### src/rtl/debounced_led_counter.sv
// debounced_led_counter
// LED counter stepped by an internal tick enable (no derived clocks).
// A debounced pushbutton toggles run/pause, dir selects up/down, SATURATE
// selects wrap or hold at the ends, and load writes a value and restarts
// the tick period. Everything runs on the rising edge of clk.
//
// Handshake note: there is no valid/ready traffic here. load is a plain
// single-cycle strobe, qualified only by clk, and always wins over a step.
module debounced_led_counter #(
  parameter int WIDTH     = 4,
  parameter int DIV_COUNT = 50_000_000,
  parameter int DEBOUNCE  = 1_000_000,
  parameter bit SATURATE  = 1'b0
) (
  input  logic             clk,
  input  logic             rst,
  input  logic             btn,
  input  logic             dir,
  input  logic             load,
  input  logic [WIDTH-1:0] load_val,
  output logic [WIDTH-1:0] led,
  output logic             running,
  output logic             tick
);

  localparam int DIV_W = (DIV_COUNT > 1) ? $clog2(DIV_COUNT) : 1;
  localparam int DB_W  = $clog2(DEBOUNCE + 1);

  localparam logic [DIV_W-1:0] DIV_LAST = DIV_W'(DIV_COUNT - 1);
  localparam logic [DIV_W-1:0] DIV_ONE  = DIV_W'(1);
  localparam logic [DB_W-1:0]  DB_LAST  = DB_W'(DEBOUNCE - 1);
  localparam logic [DB_W-1:0]  DB_ONE   = DB_W'(1);
  localparam logic [WIDTH-1:0] LED_MAX  = '1;
  localparam logic [WIDTH-1:0] LED_ONE  = WIDTH'(1);

  // Synchroniser stages
  logic             sync1_q;
  logic             sync2_q;

  // Debouncer state
  logic             btn_db_q,      btn_db_d;
  logic             btn_db_prev_q;
  logic [DB_W-1:0]  db_cnt_q,      db_cnt_d;

  // Run flag, divider and counter
  logic             running_q,     running_d;
  logic [DIV_W-1:0] div_cnt_q,     div_cnt_d;
  logic [WIDTH-1:0] led_q,         led_d;
  logic             tick_q,        tick_d;

  logic             btn_rise;
  logic             wrap;

  // Two-flop synchroniser bringing the raw button into the clk domain
  always_ff @(posedge clk) begin
    if (rst) begin
      sync1_q <= 1'b0;
      sync2_q <= 1'b0;
    end else begin
      sync1_q <= btn;
      sync2_q <= sync1_q;
    end
  end

  // Debouncer: accept a new level only after DEBOUNCE consecutive differing cycles
  always_comb begin
    btn_db_d = btn_db_q;
    db_cnt_d = db_cnt_q;
    if (sync2_q == btn_db_q) begin
      db_cnt_d = '0;
    end else if (db_cnt_q == DB_LAST) begin
      btn_db_d = sync2_q;
      db_cnt_d = '0;
    end else begin
      db_cnt_d = db_cnt_q + DB_ONE;
    end
  end

  // Only a clean rising edge of the debounced level toggles run/pause
  assign btn_rise  = btn_db_q & ~btn_db_prev_q;
  assign running_d = running_q ^ btn_rise;

  // The step decision uses the pre-edge run flag, so a toggle and a wrap
  // landing on the same edge both take effect.
  assign wrap = running_q && (div_cnt_q == DIV_LAST);

  // Divider, tick and LED next-state; load beats step beats hold
  always_comb begin
    div_cnt_d = div_cnt_q;
    led_d     = led_q;
    tick_d    = 1'b0;
    if (load) begin
      led_d     = load_val;
      div_cnt_d = '0;
    end else if (wrap) begin
      div_cnt_d = '0;
      tick_d    = 1'b1;
      if (!dir) begin
        if (!(SATURATE && (led_q == LED_MAX))) begin
          led_d = led_q + LED_ONE;
        end
      end else begin
        if (!(SATURATE && (led_q == '0))) begin
          led_d = led_q - LED_ONE;
        end
      end
    end else if (running_q) begin
      div_cnt_d = div_cnt_q + DIV_ONE;
    end
  end

  // State registers for debouncer, run flag, divider and outputs
  always_ff @(posedge clk) begin
    if (rst) begin
      btn_db_q      <= 1'b0;
      btn_db_prev_q <= 1'b0;
      db_cnt_q      <= '0;
      running_q     <= 1'b1;
      div_cnt_q     <= '0;
      led_q         <= '0;
      tick_q        <= 1'b0;
    end else begin
      btn_db_q      <= btn_db_d;
      btn_db_prev_q <= btn_db_q;
      db_cnt_q      <= db_cnt_d;
      running_q     <= running_d;
      div_cnt_q     <= div_cnt_d;
      led_q         <= led_d;
      tick_q        <= tick_d;
    end
  end

  assign led     = led_q;
  assign running = running_q;
  assign tick    = tick_q;

endmodule

### config.mk
export PLATFORM = sky130hd
export DESIGN_NAME = debounced_led_counter
export DESIGN_NICKNAME = d
export VERILOG_FILES = /design/src/rtl/debounced_led_counter.sv
export SDC_FILE = /design/constraint.sdc
export NUM_CORES = 1
export LEC_CHECK = 0
export CELL_PAD_IN_SITES_DETAIL_PLACEMENT = 1
export CELL_PAD_IN_SITES_GLOBAL_PLACEMENT = 2
export CORE_UTILIZATION = 41
export CTS_BUF_LIST = sky130_fd_sc_hd__clkbuf_8
export CTS_CLUSTER_DIAMETER = 150
export CTS_CLUSTER_SIZE = 40
export DETAILED_ROUTE_END_ITERATION = 16
export PLACE_DENSITY_LB_ADDON = 0.1
export SLEW_MARGIN = 20
export SYNTH_ARGS = -nofsm -noshare
export SYNTH_HDL_FRONTEND = slang
export SYNTH_SLANG_ARGS = --single-unit
### constraint.sdc
create_clock -name clk -period 2.99 [get_ports clk]
set_input_delay 0.598 -clock clk [delete_from_list [all_inputs] [get_ports clk]]
set_output_delay 0.598 -clock clk [all_outputs]
set_load 0.01 [all_outputs]
==> impl_metrics.py <==
metrics = {
    "logic_synthesis": {
        "async_flop_share_pct": 0,
        "ys_types": 39,
        "synth_top_area_cell": "dfxtp_1",
        "synth-compound-area-share_pct": 12.97,
        "syn-num-nets": 327,
        "synthXorXnorAreaFrac_pct": 7.753,
        "ys_ff_latch": 56,
        "yosysMostFrequentCell": "dfxtp_1",
        "yosysSeqAreaShare_pct": 41.35,
        "syn_inst": 313,
        "synth_area_per_cell_um2": 8.662,
        "synth.mux.area_fraction_pct": 0.3692,
        "synth_top_family_by_area": "simple AND/OR/NAND/NOR gates",
        "synth_edf_count": 0,
        "synth_area_mm2": 0.002711,
        "ys.flop_type": "dfxtp_1",
        "synth_common_cells": "dfxtp_1, nor2_1, a21oi_1",
        "synthSimpleGateAreaFrac_pct": 30.46,
        "synthAdderAreaFrac_pct": 2.584,
        "synthDominantCellAreaShare_pct": 41.35,
        "synth_area_leaders": "dfxtp_1, a21oi_1, nor2_1",
        "ys.warnings.count": 0,
    },
    "worst_setup_path": {
        "cp_data_arrival_time_ns": 2.42,
        "path_cells": "ha_1 > nand3_1 > or4_4 > or4_1 > a21oi_1",
        "worstPathRequired_ns": 3.23,
        "critPathMaxFanout": 14,
        "cp_num_buf_inv": 0,
        "crit_family": "simple AND/OR/NAND/NOR gates",
        "cp-start-kind": "flop",
        "cpPeakStageDelay_ns": 0.68,
        "cp_slowest_cell": "or4_4",
        "worstSetupPathType": "reg -> reg",
        "cp-end-kind": "flop",
    },
    "clock_network": {
        "cts_setup_buffers": 0,
        "cts-resized-gates": 0,
        "htreeDepth": 2,
        "clkTransAtPathRegs_ns": 0.10,
        "cts_hold_buf": 0,
        "cts_root_buf": "clkbuf_8",
        "clock_latency_ns": 0.31,
        "cts_made_buffers": 5,
        "clockBufferDepth": 2,
        "tritoncts": "yes",
        "cts.sinks": 56,
    },
    "routing": {
        "via_count": 2281,
        "viasPerCell": 5.660,
        "drtIter0Drc": 71,
        "drc_errors": 0,
        "wl_per_cell_um": 14.56,
        "drt_wl_total_um": 5869,
        "ant_nets": 0,
        "drt_pass1_iterations": 4,
    },
    "flow_run": {
        "maxCapViolCount": 0,
    },
    "timing": {
        "worst_slack_ns": 0.8143,
        "setup_violations": 0,
        "finalCritPeriodShare_pct": 72.77,
        "rsz0062_at_grt": "false",
        "fin_skew_ns": 0.007454,
        "fin_crit_ns": 2.176,
        "worst_pin_slew_ns": 0.5187,
        "hold_viol_final": 0,
        "fmax_mhz": 459.6,
        "setup-tns-final_ns": 0,
        "maxSlewViolCount": 0,
        "relSlewSlack_pct": 65.42,
    },
    "placed_design": {
        "dp_slack_ns": 0.4841,
        "dp_cells": 395,
        "dp_hpwl_um": 4183,
        "io_buffers": 14,
        "gp_congestion": 0.7541,
    },
    "global_routing": {
        "grt_max_degree": 27,
        "grt_pass1_vias": 2267,
        "grt_first_pass_wirelength_um": 10400,
        "globalRouteTotalUtil_pct": 18.18,
        "antenna_found_initial": 0,
        "grt_overflow_total": 0,
    },
    "cells_and_area": {
        "final_nets": 339,
        "diodes": 0,
        "drive_gt1_share_pct": 5.828,
        "area_growth_pct": 11.03,
        "layoutNonFillerInstCount": 403,
        "final_core_util_pct": 47.41,
        "n_fill_cell": 753,
    },
    "die": {
        "ios": 15,
        "core_mm2": 0.006350,
        "start_util_pct": 42.70,
        "die-area_mm2": 0.006942,
        "die-height_um": 83.32,
        "num_rows": 29,
        "die_w_um": 83.32,
    },
    "power_and_ir_drop": {
        "p_per_area_mw_per_mm2": 445.9,
        "leakagePower_uw": 0.0009450,
        "peakVddDrop_mv": 0.2147,
    },
    "worst_hold_path": {
        "hp-class": "reg -> reg",
    },
    "run_status": {
        "status": "complete, no violations",
    },
}
[logic make-up after synthesis]
logic type | Yosys count
fa+ha+maj | 5
mux | 1
xor+xnor | 24
flops | 56
buf+inv | 24
simple gates | 145
compound gates | 58
[stage by stage]
step           hold WS, ns  power (uW)  area (um2)
2_1_floorplan       0.4129       808.7        2711
3_3_place_gp        0.4232       835.6        2889
3_5_place_dp        0.4327       837.3        2889
4_1_cts             0.4493        1369        3010
5_1_grt             0.4629        1400        3010
6_report            0.4455        1342        3010
[state kept, by name, indices dropped and copies added, names as in the netlist]
signal         flops
btn_db_prev_q      1
btn_db_q           1
db_cnt_q          20
div_cnt_q         26
led                4
running            1
sync1_q            1
sync2_q            1
tick               1
[final timing paths]
path                                   start            end  slack, ns  depth (start not counted)
worst max-delay path            div_cnt_q[0]  div_cnt_q[22]       0.81                          5
worst min-delay path             db_cnt_q[0]    db_cnt_q[0]       0.45                          1
worst max register to register  div_cnt_q[0]  div_cnt_q[22]       0.81                          5
worst min register to register   db_cnt_q[0]    db_cnt_q[0]       0.45                          1
[cell type report]
type                    count  area [um2]  share of cell area [%]
repair buffers             16       155.1                   5.154
inverters                  13       48.80                   1.621
well taps                  77       96.34                   3.200
clock inverters             2       38.79                   1.288
clock buffers               6       82.58                   2.743
flip-flops and latches     56        1121                   37.24
multi-input cells         233        1468                   48.75
[layout by cell type, fill, tap and decap left out, types with 4 or more instances in the layout]
cell type | Yosys | final
dfxtp_1 | 56 | 56
nor2_1 | 32 | 32
a21oi_1 | 26 | 26
nand2_1 | 21 | 21
clkdlybuf4s50_1 | 0 | 14
inv_1 | 13 | 13
xor2_1 | 13 | 13
nand3_1 | 13 | 13
o31ai_1 | 13 | 13
or4_1 | 13 | 13
xnor2_1 | 11 | 11
nand4_1 | 11 | 11
o21ai_0 | 12 | 11
or3_1 | 10 | 10
and3_1 | 7 | 7
nor2b_1 | 6 | 6
clkbuf_8 | 0 | 6
nor4b_1 | 5 | 5
and4_1 | 5 | 5
and2_1 | 4 | 4
nor3_1 | 4 | 4
nor4_1 | 4 | 4
ha_1 | 4 | 4
[power breakdown]
group	internal (uW)	total (uW)	switching, uW	leakage [uW]
clock	274	524	250	0.0000614
sequential	752	758	5.52	0.000453
combinational	30.4	60.9	30.5	0.000431
total	1060	1340	286	0.000945
[per-layer routing]
layer / GRT usage (%) / wire (um) / vias up
li1: - / - / 1162
met1: 22.51 / 2794 / 1104
met2: 32.12 / 2907 / 11
met3: 2.783 / 94 / 4
met4: 6.113 / 72 / 0
met5: 0 / 0 / -
Note: power is estimated with default switching activity, not from simulation.
